--- src/rtl/controle_determinante.sv ---
// Multi-cycle 2x2/3x3 determinant controller sharing one signed multiplier (Sarrus for 3x3).
// Optional macro DET_SATURATE_EN clamps det on overflow instead of wrapping.
module controle_determinante #(
    parameter int ELEM_W = 8,
    parameter int ACC_W  = 32
) (
    input  logic              clk,
    input  logic              rst_n,
    input  logic              start,
    input  logic [199:0]      matriz,
    input  logic [1:0]        tamanho_matriz,
    output logic              busy,
    output logic              done,
    output logic [ELEM_W-1:0] det,
    output logic              overflow_flag,
    output logic              erro,
    output logic [1:0]        dbg_state
);
    typedef enum logic [1:0] {IDLE = 2'd0, CALC = 2'd1, FIN = 2'd2, ERR = 2'd3} state_t;

    localparam logic signed [ACC_W-1:0] DET_MAX = ACC_W'((1 << (ELEM_W - 1)) - 1);
    localparam logic signed [ACC_W-1:0] DET_MIN = ACC_W'(-(1 << (ELEM_W - 1)));

    state_t                  state_q;
    logic [3:0]              step_q;
    logic                    is3_q;
    logic [ELEM_W-1:0]       elem_q [9];
    logic signed [ACC_W-1:0] acc_q, p_q;
    logic                    busy_q, done_q, ovf_q, erro_q;
    logic [ELEM_W-1:0]       det_q;

    logic signed [ACC_W-1:0] mul_a, mul_b, mul, acc_d, p_d;
    logic [3:0]              ix, iy, iz;
    logic                    neg, last_step, ovf_d, size_ok, size_3;
    logic [ELEM_W-1:0]       det_d;
    logic [ELEM_W-1:0]       elem_in [9];
    logic                    unused_matriz;

    function automatic logic signed [ACC_W-1:0] sext(input logic [ELEM_W-1:0] v);
        return {{(ACC_W - ELEM_W){v[ELEM_W-1]}}, v};
    endfunction

    assign size_3        = (tamanho_matriz == 2'b01);
    assign size_ok       = !tamanho_matriz[1];
    assign unused_matriz = ^matriz[199:9*ELEM_W];

    always_comb begin
        for (int k = 0; k < 9; k++) begin
            elem_in[k] = size_3 ? matriz[(8 - k)*ELEM_W +: ELEM_W] : '0;
        end
        for (int k = 0; k < 4; k++) begin
            if (!size_3) elem_in[k] = matriz[(3 - k)*ELEM_W +: ELEM_W];
        end
    end

    // Sarrus term for the current step pair: x*y first, then times z with sign.
    always_comb begin
        ix = 4'd0; iy = 4'd4; iz = 4'd8; neg = 1'b0;
        case (step_q[3:1])
            3'd0:    begin ix = 4'd0; iy = 4'd4; iz = 4'd8; neg = 1'b0; end
            3'd1:    begin ix = 4'd1; iy = 4'd5; iz = 4'd6; neg = 1'b0; end
            3'd2:    begin ix = 4'd2; iy = 4'd3; iz = 4'd7; neg = 1'b0; end
            3'd3:    begin ix = 4'd2; iy = 4'd4; iz = 4'd6; neg = 1'b1; end
            3'd4:    begin ix = 4'd0; iy = 4'd5; iz = 4'd7; neg = 1'b1; end
            default: begin ix = 4'd1; iy = 4'd3; iz = 4'd8; neg = 1'b1; end
        endcase

        if (is3_q) begin
            if (step_q[0]) begin
                mul_a = p_q;
                mul_b = sext(elem_q[iz]);
            end else begin
                mul_a = sext(elem_q[ix]);
                mul_b = sext(elem_q[iy]);
            end
        end else if (step_q[0]) begin
            mul_a = sext(elem_q[1]);
            mul_b = sext(elem_q[2]);
        end else begin
            mul_a = sext(elem_q[0]);
            mul_b = sext(elem_q[3]);
        end
        mul = mul_a * mul_b;

        acc_d = acc_q;
        p_d   = p_q;
        if (is3_q) begin
            if (step_q[0]) acc_d = neg ? acc_q - mul : acc_q + mul;
            else           p_d   = mul;
        end else begin
            acc_d = step_q[0] ? acc_q - mul : mul;
        end

        last_step = is3_q ? (step_q == 4'd11) : (step_q == 4'd1);
        ovf_d     = (acc_d > DET_MAX) || (acc_d < DET_MIN);
`ifdef DET_SATURATE_EN
        if (ovf_d) det_d = acc_d[ACC_W-1] ? {1'b1, {(ELEM_W-1){1'b0}}} : {1'b0, {(ELEM_W-1){1'b1}}};
        else       det_d = acc_d[ELEM_W-1:0];
`else
        det_d = acc_d[ELEM_W-1:0];
`endif
    end

    // Handshake: start is taken on any edge where busy is low (IDLE, FIN or ERR);
    // while busy is high it is dropped, never queued. done pulses once per request.
    always_ff @(posedge clk or negedge rst_n) begin
        if (!rst_n) begin
            state_q <= IDLE;
            step_q  <= '0;
            is3_q   <= 1'b0;
            acc_q   <= '0;
            p_q     <= '0;
            busy_q  <= 1'b0;
            done_q  <= 1'b0;
            det_q   <= '0;
            ovf_q   <= 1'b0;
            erro_q  <= 1'b0;
            for (int k = 0; k < 9; k++) elem_q[k] <= '0;
        end else begin
            done_q <= 1'b0;
            case (state_q)
                CALC: begin
                    acc_q  <= acc_d;
                    p_q    <= p_d;
                    step_q <= step_q + 4'd1;
                    if (last_step) begin
                        state_q <= FIN;
                        busy_q  <= 1'b0;
                        done_q  <= 1'b1;
                        det_q   <= det_d;
                        ovf_q   <= ovf_d;
                        erro_q  <= 1'b0;
                    end
                end
                default: begin
                    state_q <= IDLE;
                    if (start) begin
                        for (int k = 0; k < 9; k++) elem_q[k] <= elem_in[k];
                        is3_q  <= size_3;
                        acc_q  <= '0;
                        p_q    <= '0;
                        step_q <= '0;
                        if (size_ok) begin
                            state_q <= CALC;
                            busy_q  <= 1'b1;
                        end else begin
                            state_q <= ERR;
                            done_q  <= 1'b1;
                            erro_q  <= 1'b1;
                            det_q   <= '0;
                            ovf_q   <= 1'b0;
                        end
                    end
                end
            endcase
        end
    end

    assign busy          = busy_q;
    assign done          = done_q;
    assign det           = det_q;
    assign overflow_flag = ovf_q;
    assign erro          = erro_q;
    assign dbg_state     = state_q;
endmodule

--- config.mk ---
export PLATFORM = sky130hd
export DESIGN_NAME = controle_determinante
export DESIGN_NICKNAME = d
export VERILOG_FILES = /design/src/rtl/controle_determinante.sv
export SDC_FILE = /design/constraint.sdc
export NUM_CORES = 1
export LEC_CHECK = 0
export CAP_MARGIN = 25
export CORE_MARGIN = 10
export CORE_UTILIZATION = 65
export DETAILED_ROUTE_END_ITERATION = 10
export PLACE_DENSITY = 0.89
export SYNTH_ARGS = -nofsm -noshare
export SYNTH_HDL_FRONTEND = slang
export SYNTH_SLANG_ARGS = --single-unit
--- constraint.sdc ---
create_clock -name clk -period 22.9 [get_ports clk]
set_input_delay 2.29 -clock clk [delete_from_list [all_inputs] [get_ports clk]]
set_output_delay 2.29 -clock clk [all_outputs]
set_load 0.02 [all_outputs]
## Word level (Yosys, flattened, before mapping)

Cells that the tools add are included.

| storage, ports and cells | value |
|---|---|
| word-level logic and storage cells | 121 |
| register bits | 155 |

| operators by class | value |
|---|---|
| bitwise gates (word level) | 4 |
| multipliers | 1 |
| mux-type cells | 62 |
| order comparisons | 5 |
| eq/ne operators | 12 |
| reductions and logical operators | 15 |
| add/subtract/negate cells | 3 |

Operators by type and width:

| cell | number |
|---|---|
| two-way mux 32 bit | 15 |
| two-way mux 8 bit | 19 |
| binary-select mux 8 bit (select 4 bit) | 3 |
| adder 32 bit | 1 |
| > comparator 32 x 8 -> 1 bit (second input constant) | 1 |
| less-than comparator 32 x 8 -> 1 bit (second input constant) | 1 |
| multiplier 32 x 32 -> 32 bit | 1 |
| subtractor 32 bit | 1 |
| two-way mux 1 bit | 16 |
| >= comparator 5 bit (second input constant) | 3 |
| inverter 4 -> 5 bit | 3 |
| OR reduction 2 bit | 6 |
| AND reduction 3 bit | 3 |
| two-way mux 2 bit | 4 |
| two-way mux 4 bit | 2 |
| case mux 4 bit (2 select lines) | 1 |
| == test 3 x 2 -> 1 bit (second input constant) | 2 |
| inequality test 2 bit (second input constant) | 3 |
| case mux 3 bit (2 select lines) | 1 |
| adder 4 x 1 -> 4 bit (second input constant) | 1 |
| == test 2 x 1 -> 1 bit (second input constant) | 2 |
| == test 4 x 1 -> 1 bit (second input constant) | 1 |
| == test 4 bit (second input constant) | 1 |
| case mux 2 bit (2 select lines) | 1 |
| 9 further kinds | 10 |

## Logic depth before layout (Yosys ltp)

Gate-level depths: netlist of run 1.

| logic depth | value |
|---|---|
| depth after elaboration | 18 |
| gate-level depth with buffers | 48 |

## Least setup slack after synthesis of run 1

Ideal clock, no wire load.

| path | value |
|---|---|
| path kind | flip-flop to flip-flop |
| start | register is3_q |
| end | register ovf_q (netlist: overflow_flag) |
| setup time | 0.140 ns |
| stages on the path, launching flop included | 47 |
| data arrival time | 11.246 ns |
| setup slack | 11.515 ns |
| path through | dfrtp_1 > buf_2 > clkbuf_1 > buf_1 > buf_1 > clkbuf_1 > buf_1 > a21oi_1 > a21oi_1 > clkbuf_1 > xnor2_1 > nor2_1 > ha_1 > or2_2 > inv_1 > fa_1 > inv_1 > fa_1 > (+11 left out) > nor4_1 > nand2_1 > a21oi_1 > a21oi_1 > a21o_1 > xor2_1 > inv_1 > ha_1 > or2_2 > or4_1 > a211o_1 > and3_1 > or3_1 > a41oi_2 > nand4_1 > a311o_1 > nor4_1 > a211oi_1 |

| on the way | value |
|---|---|
| cells in the longest elaborated chain, start to end | 10 |
| elaborated cells on any way between the ends | 17 |
| those cells by class | add/sub (2); mul (1); order compare (2); eq/ne (1); mux (9); reduce/logical (2) |

Ends and longest elaborated chain:

| what | line | text |
|---|---|---|
| start, declared | 26 | `logic is3_q;` |
| start signal, assigned | 139 | `is3_q <= size_3;` |
| two-way mux 32 bit | 68 | `if (is3_q) begin` |
| multiplier 32 x 32 -> 32 bit | 83 | `mul = mul_a * mul_b;` |
| subtractor 32 bit / adder 32 bit (equally long branches) | 88, 91 |  |
| two-way mux 32 bit (2 in series) | 88 | `if (step_q[0]) acc_d = neg ? acc_q - mul : acc_q + mul;` |
| two-way mux 32 bit | 87 | `if (is3_q) begin` |
| > comparator 32 x 8 -> 1 bit / less-than comparator 32 x 8 -> 1 bit (equally long branches) | 95 | `ovf_d = (acc_d > DET_MAX) \|\| (acc_d < DET_MIN);` |
| logical OR 1 bit | 95 |  |
| two-way mux 1 bit | 126 | `if (last_step) begin` |
| two-way mux 1 bit | 121 | `case (state_q)` |
| end signal, assigned | 131 | `ovf_q <= ovf_d;` |
| end, declared | 29 | `logic busy_q, done_q, ovf_q, erro_q;` |

Several ways; a longest one is shown, not always the timed one. The select of a mux whose other input is x is not followed.
A chain may end at the register's enable or synchronous reset.

## Worst setup path after layout of run 1

Same ends and word-level chain as after synthesis.

==> results by group, run 1 <==
Synth
  – Post-synth EDFFs: 0
  – Area leader, netlist: fa_1
  – Post-Synth Adder-Cell Area: 0.3760
  – Synth Area in Compound Gates: 0.1440
  – Mux cell area share after synthesis: 0.03344
  – Synth Instances: 2877
  – Xor and xnor area share after synthesis: 0.03862
  – Primary FF master, synth: dfrtp_1
  – Sequential-to-total area share from yosys stat: 0.1588
  – Synth async-reset ratio: 1.000
  – Post-synth top area share: 0.2696
  – Simple-Gate Fraction of Synth Area: 0.1508
  – Top cells by area, synth: fa_1 (27%), dfrtp_1 (16%), ha_1 (11%), inv_1 (7.8%), nand2_1 (4.7%)
  – Synth Register Bits: around 160
  – Largest family of logic cells by synthesized area: adder cells
  – Synth cell types: between 80 and 90
  – Post-Synthesis Net Count: 3618
  – Synth Area per Inst: 8.491 µm²
  – Yosys warns: 0
  – Netlist Area Pre-Place: roughly 24000 µm²

Clock network
  – Clk sinks: 155
  – Reg clk slew, reported paths: 0.08 ns
  – Num CTS Buffers: 17
  – Post-CTS setup-driven buffer insertion count: 0
  – Post-CTS Resized: 0
  – Clock root buffer: clkbuf_16
  – TritonCTS clock tree: done
  – Clock latency on the worst-skew pair: between 0.4 and 0.5 ns
  – Hold_buf cts: 0
  – Max Buffers Root-to-Sink: 2
  – H-tree Lvls: 4

Setup path
  – Critical Path AT: 13.29 ns
  – CP max FO: 58
  – Reg2reg start: is3_q
  – CP startpoint: is3_q
  – Crit-path most repeated cell: fa_1
  – Critical Path RT: about 23 ns
  – Setup CP Type: reg2reg
  – WP buf/inv: 6
  – Startpoint Class: flop
  – CP max-delay cell: fa_1
  – Crit-path leading delay family: adder cells
  – Highest cell delay on the worst timing path: approximately 0.67 ns
  – Setup slack, reg-to-reg: 9.95 ns
  – Worst Setup End Kind: flop

Routing
  – Via count: 21.58k
  – Via density per instance: 6.311
  – DRC violations left: 0
  – Post-route ant nets: 0
  – WL met2: 35480 µm
  – Highest Signal Layer: met4
  – WL/cell: 22.00 µm
  – Initial DRC count: 2238
  – Met3 WL post-DR: ~7500 µm
  – WL final: 75220 µm
  – Pre-antenna DRT Iters: 7
  – Metal-1 WL: 27630 µm

GRT
  – Largest net degree at the start of global routing: between 100 and 150
  – Vias in the first global route: 22.32k
  – Global-route wire length before repair: 119400 µm
  – Initial antenna violation count: 0
  – GRT Overall Usage: 0.3363
  – Grt total ovfl: 0

STA
  – Worst slew pin tran: 1.048 ns
  – Min Tclk post-route: roughly 13 ns
  – Tcrit/Tclk final: 0.5656
  – Final setup margin: 9.948 ns
  – Setup TNS: 0 ns
  – Fmax: 77.21 MHz
  – Final setup viols: 0
  – Max-slew violation count: 0
  – WHS: 0.4739 ns
  – RSZ-0062 raised after global routing: no
  – Final Hold Viols: 0
  – Clk_skew: 0.01573 ns
  – Slew HR: 0.3003

Floorplan
  – FP Rows: 70
  – # IOs: 219
  – Initial Util: 0.6625
  – Die Ht: 213.9 µm
  – Die W: 213.9 µm
  – Die ar.: ~46000 µm²
  – CORE AREA: 36870 µm²

Final layout
  – Register area: 3881 µm²
  – Layout cells sized above 1: 0.04048
  – FILL cells: 2735
  – Footprint of the multi-input gates: 18180 µm²
  – Most common cell after layout, fill and taps aside: inv_1
  – Most frequent cells in the layout: inv_1 (506), fa_1 (329), nand2_1 (304)
  – Total Nets Final: 3643
  – P&R area growth vs syn: 8.154%

Placement
  – Hpwl dp: about 60000 µm
  – GPL Wtd Cong: 1.033
  – Pre-CTS setup slack: 10.25 ns
  – Port bufs: 90

Hold path
  – Hold/Removal Path Class: reg2reg
  – Hold_sp: elem_q[6]

Flow run
  – Max Cap Viol: 0

Status
  – Outcome: completed
worst register-to-register path, delay by kind of cell (launching register included):
kind            cells  cell delay, ns
compound gates      9            2.76
xor+xnor            1            0.30
fa+ha+maj          10            4.74
buf+inv             6            1.22
flops               1            0.34
simple gates       12            3.49
final timing paths:
| check | to | cells past startpoint |
|---|---|---|
| setup / recovery | overflow_flag | 38 |
| hold / removal | elem_q[6] | 2 |
| setup reg to reg | overflow_flag | 38 |
| hold reg to reg | elem_q[6] | 2 |
| max in group asynchronous | is3_q | 2 |
| min in group asynchronous | elem_q[35] | 1 |
layout make-up:
| cell class | count | area share |
|---|---|---|
| multi-input cells | 2093 | 0.6879 |
| inverters | 508 | 0.07217 |
| well taps | 504 | 0.02387 |
| clock inverters | 15 | 0.007245 |
| clock buffers | 17 | 0.01610 |
| flip-flops and latches | 155 | 0.1469 |
| repair buffers | 127 | 0.04570 |
| diodes | 1 | 0.00009471 |
layer usage:
metal,up-vias,GRT usage
met2,1286,0.5530
met5,-,0
met3,341,0.07169
li1,9449,-
met1,10510,0.4055
met4,0,0.1870
Yosys cell counts (all sizes together) (12+ instances only):
master    n
a31oi    17
a21o     29
xnor2    77
a211oi   30
a22oi    14
o31ai    14
nor2    281
buf      33
nand2b   30
inv     507
or2      16
fa      329
nor2b    20
ha      207
nor3     21
clkbuf   88
a21oi   104
nor4     16
xor2     22
mux2i    61
o21ai   170
o22ai    13
o21bai   12
mux2     14
nand2   305
dfrtp   155
a221oi   12
o211ai   14
nand4    19
nand3    85
state kept, by name (all words and copies together), names as in the netlist:
register and cells:
acc_q 32, is3_q 1, p_q 32, erro 1, step_q 4, done 1
busy 1, overflow_flag 1, elem_q 72, det 8, dbg_state 2
kinds of logic (layout without fill, tap and decap cells):
logic type | after synthesis | count (layout)
AOI/OAI and AO/OA | 540 | 540
xor gates and xnor gates | 102 | 102
adders and majority gates | 537 | 537
buffers and inverters | 629 | 667
DFF | 155 | 155
muxes | 77 | 77
other | 0 | 1
and+or+nand+nor | 837 | 837
through the flow:
stage | instances | area [µm²] | utilization
after CTS | 3416 | 26370 | 0.7151
after detailed placement | 3384 | 25750 | 0.6984
after floorplan | 2877 | 24430 | -
after global placement | 3384 | 25750 | 0.6984
final | 3420 | 26420 | 0.7166
after global routing | 3419 | 26420 | 0.7165
Power of run 1 is left out: the tool's default activity adds up to more than one toggle a clock period on the data nets, which glitch-free logic cannot reach.
==> inputs of run 2 (changes only) <==
--- a/config.mk
+++ b/config.mk
@@ -7,9 +7,9 @@
 export LEC_CHECK = 0
 export CAP_MARGIN = 25
 export CORE_MARGIN = 10
-export CORE_UTILIZATION = 65
+export CORE_UTILIZATION = 61
 export DETAILED_ROUTE_END_ITERATION = 10
-export PLACE_DENSITY = 0.89
+export PLACE_DENSITY = 0.84
 export SYNTH_ARGS = -nofsm -noshare
 export SYNTH_HDL_FRONTEND = slang
 export SYNTH_SLANG_ARGS = --single-unit
==> constraint.sdc (replaced) <==
create_clock -name clk -period 12.17 [get_ports clk]
set_input_delay 1.217 -clock clk [delete_from_list [all_inputs] [get_ports clk]]
set_output_delay 1.217 -clock clk [all_outputs]
set_load 0.02 [all_outputs]
==> run 2 against run 1 <==
  * Register-to-register slack lost 9.7 ns
  * First-iteration DRC count shrank 8.5%
  * Worst hold slack gained 0.0039 ns
  * Worst setup slack lost 9.7 ns
  * Non-clock buffer count grew 77
  * Critical path type unchanged
  * Largest cell class unchanged
==> results by group, run 2 (synthesis gave the netlist of run 1 again) <==
Final layout
  – Final instance area: 27080 µm²
  – Total Nets Final: 3720
  – Post-route insts no fill: 3517
  – P&R area growth vs syn: 10.85%
  – Ant diodes: 0
  – Top flop regs: elem_q (72), acc_q (32), p_q (32)
  – Largest register FFs: 72
  – Most common cell after layout, fill and taps aside: inv_1
  – FILL cells: 3161
  – Most frequent cells in the layout: inv_1 (506), fa_1 (328), nand2_1 (303)
  – Utilization after layout: 0.6832
  – Biggest register: elem_q
  – Footprint of the multi-input gates: 18240 µm²
  – Register area: roughly 4000 µm²
  – Layout cells sized above 1: 0.07186

Setup path
  – CP max-delay cell: dfrtp_4
  – Reg2reg start: step_q[2]
  – Worst Setup End Kind: flop
  – Crit-path most repeated cell: fa_1
  – Setup CP Type: reg2reg
  – Critical Path AT: 12.26 ns
  – Startpoint Class: flop
  – CP max FO: 27
  – FF-to-FF path depth: 39
  – Reg2reg end: overflow_flag
  – Highest cell delay on the worst timing path: a little under 0.6 ns
  – Critical Path RT: 12.49 ns
  – Setup slack, reg-to-reg: around 0.23 ns

Clock network
  – Num CTS Buffers: 17
  – TritonCTS clock tree: done
  – Clock root buffer: clkbuf_16
  – Max Buffers Root-to-Sink: 2
  – Reg clk slew, reported paths: ~0.070 ns
  – Hold_buf cts: 0
  – Clk sinks: 155
  – H-tree Lvls: 4
  – Clock latency on the worst-skew pair: 0.46 ns

STA
  – Final setup viols: 0
  – Worst slew pin tran: 1.002 ns
  – Max-slew violation count: 0
  – Setup TNS: 0 ns
  – Min Tclk post-route: 11.94 ns
  – Slew HR: 0.3315
  – Tcrit/Tclk final: 0.9809
  – Clk_skew: 0.02855 ns
  – Fmax: 83.77 MHz
  – Final Hold Viols: 0

Placement
  – Post-place instance area: 26370 µm²
  – GPL Wtd Cong: 0.9934
  – Port bufs: 90
  – Hpwl dp: 63230 µm
  – Cell total after placement: between 3k and 4k

Floorplan
  – # IOs: roughly 220
  – Die Ht: 220.1 µm
  – FP Rows: 73
  – Die W: 220.1 µm
  – Initial Util: 0.6163
  – Die ar.: 48450 µm²
  – CORE AREA: 39640 µm²

Hold path
  – Hold endpoint: elem_q[9]
  – Hold_sp: elem_q[9]
  – Hold/Removal Path Class: reg2reg
  – Hold path depth: 2

GRT
  – GRT Overall Usage: 0.3211
  – Largest net degree at the start of global routing: about 100
  – Initial antenna violation count: 1
  – Vias in the first global route: 22.02k
  – Global-route wire length before repair: 120500 µm
  – Grt total ovfl: 0

Status
  – Outcome: completed

Routing
  – DRC violations left: 0
  – Via count: 21.35k
  – WL/cell: 21.79 µm
  – WL final: 76640 µm
  – Initial DRC count: just over 2k
  – Post-route ant nets: 0
  – Via density per instance: 6.071
  – Pre-antenna DRT Iters: 6

Flow run
  – Max Cap Viol: 0
-- run 2: layer usage --
metal  up-vias  track usage  share of wire
met1     10520       0.4107           0.40
li1       9589            -              -
met5         -            0              0
met2      1028       0.5229           0.48
met4         0       0.1454          0.043
met3       213      0.06019          0.085
-- run 2: timing repair --
action,CTS,global route
setup endpoints to repair,0,4
setup buffers,0,6
resized for setup,0,24
-- run 2: through the flow --
step / hold WS, ns / worst slack, ns
final: 0.4779 / 0.2325
after global routing: 0.5087 / -0.04158
after CTS: 0.4761 / 0.05539
after detailed placement: 0.4595 / 0.1019
after global placement: 0.4585 / 0.2590
after floorplan: 0.4305 / 0.7848
-- run 2: worst max path at each step --
stage | to | start
5_1_grt | overflow_flag | step_q[2]
6_report | overflow_flag | step_q[2]
3_5_place_dp | overflow_flag | step_q[1]
2_1_floorplan | overflow_flag | is3_q
3_3_place_gp | overflow_flag | step_q[1]
4_1_cts | overflow_flag | step_q[1]
-- run 2: worst max-delay path, delay by kind of cell (launching register included) --
kind	cells	cell delay [ns]
AO/OA/AOI/OAI	10	2.38
flip-flops	1	0.58
AND/OR/NAND/NOR	11	3.34
XOR/XNOR	1	0.32
adder cells (fa/ha/maj)	10	4.54
buffers and inverters	7	0.61
-- run 2: layout make-up --
| class | count | share of cell area |
|---|---|---|
| well taps | 525 | 0.02426 |
| repair buffers | 204 | 0.06630 |
| inverters | 508 | 0.07041 |
| clock inverters | 15 | 0.006145 |
| flip-flops and latches | 155 | 0.1436 |
| clock buffers | 17 | 0.01571 |
| multi-input cells | 2093 | 0.6736 |
Power of run 2 is left out for the same reason.
